### src/rtl/cccp_pkt_gen.sv
// Purpose : builds one 9-word CCCP request frame per accepted request
//           (module hdr, Ethernet hdr, name HI/LO, VN, flags, seq, padding).
// Latency : first word is registered one cycle after accept, then one word
//           per cycle while out_rdy is high.
// Backpressure: out_rdy low at an edge holds the current beat and drops
//           out_wr; req_ready is low for the whole frame.
// Ports   : clk/reset_n           clock, async active-low reset
//           req_*                 request handshake and frame fields
//           out_data/ctrl/wr/rdy  64-bit datapath toward the output queues
//           seq_num               sequence number for the next request
//           pkt_sent              count of fully transmitted frames
module cccp_pkt_gen #(
   parameter int          DATA_WIDTH  = 64,
   parameter int          CTRL_WIDTH  = DATA_WIDTH/8,
   parameter int          NUM_QUEUES  = 8,
   parameter int          NAME_LENTH  = 32,
   parameter int          VN_LENTH    = 16,
   parameter logic [47:0] SRC_MAC     = 48'h00_4E_46_32_43_00,
   parameter logic [15:0] ETHERTYPE   = 16'h88B5,
   parameter logic [15:0] SRC_PORT_ID = 16'h0000
) (
   input  logic                  clk,
   input  logic                  reset_n,
   input  logic                  req_valid,
   output logic                  req_ready,
   input  logic [NAME_LENTH-1:0] req_name,
   input  logic [VN_LENTH-1:0]   req_vn,
   input  logic [15:0]           req_flags,
   input  logic [NUM_QUEUES-1:0] req_oq,
   input  logic [47:0]           req_dst_mac,
   output logic [DATA_WIDTH-1:0] out_data,
   output logic [CTRL_WIDTH-1:0] out_ctrl,
   output logic                  out_wr,
   input  logic                  out_rdy,
   output logic [15:0]           seq_num,
   output logic [31:0]           pkt_sent
);

   localparam logic [0:0] ST_IDLE   = 1'b0;
   localparam logic [0:0] ST_SEND   = 1'b1;
   localparam logic [3:0] LAST_BEAT = 4'd8;

   logic [0:0]            state_q, state_d;
   logic [3:0]            beat_q, beat_d;
   logic [NAME_LENTH-1:0] name_q, name_d;
   logic [VN_LENTH-1:0]   vn_q, vn_d;
   logic [15:0]           flags_q, flags_d;
   logic [NUM_QUEUES-1:0] oq_q, oq_d;
   logic [47:0]           dst_q, dst_d;
   logic [15:0]           seqf_q, seqf_d;
   logic [15:0]           seq_q, seq_d;
   logic [31:0]           pkt_q, pkt_d;
   logic [DATA_WIDTH-1:0] out_data_q, out_data_d;
   logic [CTRL_WIDTH-1:0] out_ctrl_q, out_ctrl_d;
   logic                  out_wr_q, out_wr_d;

   logic [DATA_WIDTH-1:0] beat_dat;
   logic [CTRL_WIDTH-1:0] beat_ctl;
   logic [15:0]           oq_ext;

   assign req_ready = (state_q == ST_IDLE);
   assign out_data  = out_data_q;
   assign out_ctrl  = out_ctrl_q;
   assign out_wr    = out_wr_q;
   assign seq_num   = seq_q;
   assign pkt_sent  = pkt_q;

   assign oq_ext = {{(16-NUM_QUEUES){1'b0}}, oq_q};

   // Word for the current beat, built from the latched request fields.
   always_comb begin
      beat_dat = '0;
      beat_ctl = '0;
      case (beat_q)
         4'd0: begin
            beat_ctl = {CTRL_WIDTH{1'b1}};
            beat_dat = {oq_ext, 16'd8, SRC_PORT_ID, 16'd60};
         end
         4'd1: beat_dat = {dst_q, SRC_MAC[47:32]};
         4'd2: beat_dat = {SRC_MAC[31:0], ETHERTYPE, name_q[31:16]};
         4'd3: beat_dat = {name_q[15:0], vn_q, flags_q, seqf_q};
         4'd8: beat_ctl = CTRL_WIDTH'(8'h10);   // last word, 4 valid bytes
         default: ;
      endcase
   end

   always_comb begin
      state_d    = state_q;
      beat_d     = beat_q;
      name_d     = name_q;
      vn_d       = vn_q;
      flags_d    = flags_q;
      oq_d       = oq_q;
      dst_d      = dst_q;
      seqf_d     = seqf_q;
      seq_d      = seq_q;
      pkt_d      = pkt_q;
      out_data_d = out_data_q;
      out_ctrl_d = out_ctrl_q;
      out_wr_d   = 1'b0;
      if (state_q == ST_IDLE) begin
         if (req_valid) begin
            name_d  = req_name;
            vn_d    = req_vn;
            flags_d = req_flags;
            oq_d    = req_oq;
            dst_d   = req_dst_mac;
            seqf_d  = seq_q;
            seq_d   = seq_q + 16'd1;
            beat_d  = 4'd0;
            state_d = ST_SEND;
         end
      end else if (out_rdy) begin
         out_data_d = beat_dat;
         out_ctrl_d = beat_ctl;
         out_wr_d   = 1'b1;
         if (beat_q == LAST_BEAT) begin
            beat_d  = 4'd0;
            pkt_d   = pkt_q + 32'd1;
            state_d = ST_IDLE;
         end else begin
            beat_d = beat_q + 4'd1;
         end
      end
   end

   always_ff @(posedge clk or negedge reset_n) begin
      if (!reset_n) begin
         state_q    <= ST_IDLE;
         beat_q     <= '0;
         name_q     <= '0;
         vn_q       <= '0;
         flags_q    <= '0;
         oq_q       <= '0;
         dst_q      <= '0;
         seqf_q     <= '0;
         seq_q      <= '0;
         pkt_q      <= '0;
         out_data_q <= '0;
         out_ctrl_q <= '0;
         out_wr_q   <= 1'b0;
      end else begin
         state_q    <= state_d;
         beat_q     <= beat_d;
         name_q     <= name_d;
         vn_q       <= vn_d;
         flags_q    <= flags_d;
         oq_q       <= oq_d;
         dst_q      <= dst_d;
         seqf_q     <= seqf_d;
         seq_q      <= seq_d;
         pkt_q      <= pkt_d;
         out_data_q <= out_data_d;
         out_ctrl_q <= out_ctrl_d;
         out_wr_q   <= out_wr_d;
      end
   end

endmodule
### config.mk
export PLATFORM = sky130hd
export DESIGN_NAME = cccp_pkt_gen
export DESIGN_NICKNAME = d
export VERILOG_FILES = /design/src/rtl/cccp_pkt_gen.sv
export SDC_FILE = /design/constraint.sdc
export NUM_CORES = 1
export LEC_CHECK = 0
export ABC_AREA = 0
export CORE_ASPECT_RATIO = 0.7
export CORE_MARGIN = 2
export CORE_UTILIZATION = 30
export CTS_CLUSTER_DIAMETER = 40
export DETAILED_ROUTE_END_ITERATION = 10
export MAX_ROUTING_LAYER = met4
export PLACE_DENSITY = 0.53
export SYNTH_ARGS = -nofsm -noshare
export SYNTH_HDL_FRONTEND = slang
export SYNTH_SLANG_ARGS = --single-unit
### constraint.sdc
create_clock -name clk -period 2.15 [get_ports clk]
set_clock_uncertainty 0.2 [all_clocks]
set_input_delay 0.3225 -clock clk [delete_from_list [all_inputs] [get_ports clk]]
set_output_delay 0.3225 -clock clk [all_outputs]
set_load 0.01 [all_outputs]
== Word-level counts from Yosys, hierarchy flattened ==
Index checks and enable logic that the tools add are counted.

* Multiplexer cells: 12
* Reduce and logical (&&, ||, !) cells: 6
* Bitwise gates (word level): 1
* Add/sub/neg operators: 3
* Equal/unequal tests: 5

{| class="wikitable"
|+ Operators by type and width
! cell !! number
|-
| $pmux 64 s4 || 1
|-
| $add 32x1->32 const B || 1
|-
| $add 16x1->16 const B || 1
|-
| $mux 4 || 4
|-
| $pmux 8 s2 || 1
|-
| $eq 4x2->1 const B || 2
|-
| $mux 1 || 6
|-
| $reduce_and 2->1 || 3
|-
| $add 4x1->4 const B || 1
|-
| $eq 4x1->1 const B || 1
|-
| $eq 4x4->1 const B || 1
|-
| $logic_not 4->1 || 1
|-
| $reduce_and 3->1 || 1
|-
| $ne 2x2->1 const B || 1
|-
| $reduce_bool 2->1 || 1
|-
| $not 1->1 || 1
|}

* Register bits after elaboration: 262
* Output and inout port bits: 122
* Word-level logic and storage cells: 40

== Longest topological paths before layout ==
* Word-level depth: 4
* Mapped depth: 7
* Depth with buffers taken out: 6

== Least setup slack after synthesis ==
No wires, ideal clock.

* Path type: register to register
* From: reg beat_q[0]
* To: reg out_data_q[48], in the netlist out_data[48]
* Required time: 1.820 ns
* Library setup time: 0.130 ns
* Buffers on the path: 1
* Arrival: 1.594 ns
* Clock period less this slack: 1.925 ns
* Setup slack: 0.225 ns
* Stages on the path, launching flop included: 6
* Cells stage by stage: dfrtp_1 -> inv_1 -> ha_1 -> o41ai_2 -> clkbuf_2 -> o21ai_0

* Longest elaborated chain between the ends: 2

{| class="wikitable"
|+ Ends and longest elaborated chain
! element !! line !! source
|-
| start, declared || 44 || <nowiki>logic [3:0] beat_q, beat_d;</nowiki>
|-
| start signal, assigned || 144 || <nowiki>beat_q <= beat_d;</nowiki>
|-
| $eq 4x2->1, or another cell as far along || 74 || <nowiki>case (beat_q)</nowiki>
|-
| $pmux 64 s4 (*) || 74 ||
|-
| end signal, assigned || 153 || <nowiki>out_data_q <= out_data_d;</nowiki>
|-
| end, declared || 53 || <nowiki>logic [DATA_WIDTH-1:0] out_data_q, out_data_d;</nowiki>
|}

Mark *: on every way between the ends. The rest lies on a longest branch, timed or not.
A chain may end at the register's enable or synchronous reset.

== Worst setup path after layout ==
* From: reg seq_q[5], in the netlist seq_num[5]
* To: out seq_num[5]

{| class="wikitable"
|+ RTL lines
! element !! line !! source
|-
| start, declared || 51 || <nowiki>logic [15:0] seq_q, seq_d;</nowiki>
|-
| start signal, assigned || 151 || <nowiki>seq_q <= seq_d;</nowiki>
|-
| end, declared || 35 || <nowiki>output logic [15:0] seq_num,</nowiki>
|}

No word-level cell between the ends.

==> flow_metrics.py <==
metrics = {
    "placed_design": {
        "hpwl_microns": 20570,
        "io_buffers": 245,
        "place.gp.congestion": 0.7665,
        "place_area_sq_um": 14180,
        "post-place-ws_ps": 14.12,
    },
    "global_routing": {
        "grt_pass1_wl_microns": 46750,
        "antenna_found_initial": 4,
        "grt_start_max_net_pins": 66,
        "gr-total-overflow": 0,
        "grt_usage_pct": 16.74,
        "grt_pass1_vias": 7893,
    },
    "job": {
        "maxCapViolCount": 0,
    },
    "clock_network": {
        "cts-root-buf": "clkbuf_16",
        "h-tree-depth": 2,
        "cts_sinks": 256,
        "worst_skew_pair.late_latency_ps": 520,
        "post_cts_buffers": 0,
        "cts_made_buffers": 40,
        "clk_pin_slew_ps": 60,
        "cts_max_path_buffers": 3,
        "cts_tree": "built",
    },
    "worst_setup_path": {
        "worstPathCellList": "clkdlybuf4s50_1",
        "path_buf_inv": 1,
        "crit_fanout": 5,
        "worstPathRequired_ps": 1630,
        "end_kind": "primary output",
        "critPathLaunchType": "register",
        "critPathArrivalTime_ps": 1560,
        "critPathKind": "reg2out",
        "slowest_stage": "clkdlybuf4s50_1",
        "slowest_delay_ps": 600,
        "critPathTopFamily": "buffers and inverters",
    },
    "power": {
        "p_clk_share_pct": 33.5,
        "p_comb_share_pct": 28.9,
        "powerDensity_nw_per_um2": 1257,
        "ir_worst_vdd_uv": 698.7,
        "power_leakage_nw": 6.735,
        "power.internal_w": 0.01374,
        "switching_share_pct": 29.90,
        "total_power_w": 0.01960,
        "seq_power_share_pct": 37.6,
        "p_switching_w": 0.005861,
    },
    "sta": {
        "slew-limit-headroom_pct": 58.34,
        "grt_setup_unrepaired": "no",
        "finalHoldViolCount": 0,
        "finalCritPeriodShare_pct": 97.05,
        "fmax_mhz": 479.2,
        "tightest_slew_ps": 624.9,
        "worst_slack_ps": 63.40,
        "setup_tns_ps": 0,
        "whs_ps": 180.2,
        "period_needed_ps": 2087,
        "setup-violations-final": 0,
        "drv_slew": 0,
    },
    "logic_synthesis": {
        "synth_cells": 824,
        "syn_nets": 954,
        "synth_area_leaders": "dfrtp_1, mux2_2, a221oi_1",
        "synth-seq-cells": 256,
        "synth_area_per_cell_sq_um": 12.87,
        "synth-warning-count": 0,
        "synth_seq_area_share_pct": 60.38,
        "synth.distinct_cells": 42,
        "synthesis.area_sq_um": 10610,
        "synth_top_area_share_pct": 60.38,
        "synthArstFlopShare_pct": 100.0,
        "synth-edff-count": 0,
        "synth_ff_type": "dfrtp_1",
        "yosys.area.top_type": "dfrtp_1",
    },
    "layout": {
        "fin_nets": 1253,
        "layout_common_cells": "dfrtp_1, clkdlybuf4s50_1, mux2_2",
        "fin_area_sq_um": 15590,
        "area_growth_pct": 46.99,
        "final_layout_size_suffix_gt1_share_pct": 26.54,
        "final_common_cell": "dfrtp_1",
    },
    "routing": {
        "drcViolationCount": 0,
        "post_drt_wl_per_cell_microns": 18.34,
        "ant_nets": 0,
        "initialDrtViolationCount": 364,
        "finalWirelength_microns": 29880,
        "vias": 7563,
        "drtPass1Iterations": 7,
        "vias_per_cell": 4.643,
    },
    "floorplan": {
        "die_area_sq_um": 36910,
        "rows": 57,
        "die_width_microns": 228.8,
        "core_area_sq_um": 34730,
        "pin_count": 246,
        "start_util_pct": 30.55,
        "die_h_microns": 161.3,
    },
    "outcome": {
        "outcome": "complete, no violations",
    },
    "min_path": {
        "hold_path_class": "in2async",
    },
}
power groups by stage:
| stage | Combinational (W) | Clock [W] | Sequential, W |
|---|---|---|---|
| after floorplan | 0.00284 | 0 | 0.00743 |
| after global placement | 0.00570 | 0 | 0.00740 |
| after detailed placement | 0.00577 | 0 | 0.00744 |
| after CTS | 0.00579 | 0.00675 | 0.00738 |
| after global routing | 0.00619 | 0.00698 | 0.00760 |
| final | 0.00567 | 0.00656 | 0.00737 |
through the flow:
| step | util, % | std cells |
|---|---|---|
| detailed placement | 40.84 | 1552 |
| floorplan | - | 824 |
| global placement | 40.84 | 1552 |
| global route | 44.90 | 1629 |
| CTS | 44.82 | 1625 |
| finish | 44.90 | 1629 |
area by class of cell:
class | count | area (sq um)
inverters | 8 | 30.03
diodes | 4 | 10.01
clock buffers | 48 | 1101
clock inverters | 24 | 270.3
repair buffers | 314 | 3281
well taps | 472 | 590.6
fillers | 3249 | 19140
multi-input cells | 503 | 3892
flip-flops and latches | 256 | 6419
layer usage:
metal | share of wire, % | global-route usage, %
met4 | 1.6 | 3.773
met1 | 47 | 22.79
met2 | 43 | 23.94
met3 | 8.0 | 5.809
met5 | 0 | -
path summary, 6_finish.rpt:
kind | start | cells past startpoint | end | slack, ps
max in group asynchronous | reset_n | 3 | vn_q[6] | 920
worst max-delay path | seq_num[5] | 1 | seq_num[5] | 60
worst max register to register | beat_q[1] | 5 | out_data[35] | 130
min in group clk | req_vn[2] | 2 | vn_q[2] | 200
worst min register to register | out_data[55] | 2 | out_data[55] | 270
worst min-delay path | reset_n | 2 | out_data[7] | 180
Yosys cell counts (2+ instances only):
| cell | number |
|---|---|
| dfrtp_1 | 256 |
| buf_6 | 4 |
| and2_1 | 3 |
| o21ai_0 | 30 |
| mux2_2 | 138 |
| nand3_1 | 19 |
| ha_1 | 6 |
| a222oi_1 | 5 |
| xor2_1 | 10 |
| and4_1 | 3 |
| nor3_4 | 3 |
| clkbuf_1 | 12 |
| nor2_1 | 83 |
| a22o_1 | 3 |
| and3_1 | 3 |
| inv_1 | 7 |
| and3_2 | 2 |
| buf_2 | 28 |
| a221oi_1 | 57 |
| nor3_1 | 6 |
| buf_4 | 11 |
| nand4_1 | 18 |
| xnor2_1 | 37 |
| nor4_1 | 2 |
| nor3b_1 | 2 |
| a21o_1 | 3 |
| nand2_1 | 57 |
| nor3_2 | 2 |
kinds of logic (layout without fill, tap and decap cells):
kind of cell               Yosys count  count (layout)  share of synthesized area, %
xor gates and xnor gates            47              47                         3.880
other                                0               4                             0
and+or+nand+nor                    211             211                         9.765
DFF                                256             256                         60.38
adders and majority gates            6               6                        0.7076
buffers and inverters               65             394                         3.314
AOI/OAI and AO/OA                  101             101                         7.300
muxes                              138             138                         14.65
flip-flops by register name, indices dropped and copies added (netlist names):
| register | flops |
|---|---|
| dst_q | 48 |
| flags_q | 16 |
| beat_q | 4 |
| out_wr | 1 |
| pkt_sent | 32 |
| seq_num | 16 |
| name_q | 32 |
| out_data | 64 |
| seqf_q | 16 |
| state_q | 1 |
| out_ctrl | 2 |
| vn_q | 16 |
| oq_q | 8 |
what timing repair did:
item,CTS,global route
hold buffers,1,0
endpoints found under the hold margin,75,0
gates resized for setup,4,11
setup endpoints to repair,3,24
pin swaps,0,1
(Power assumes the default switching activity.)
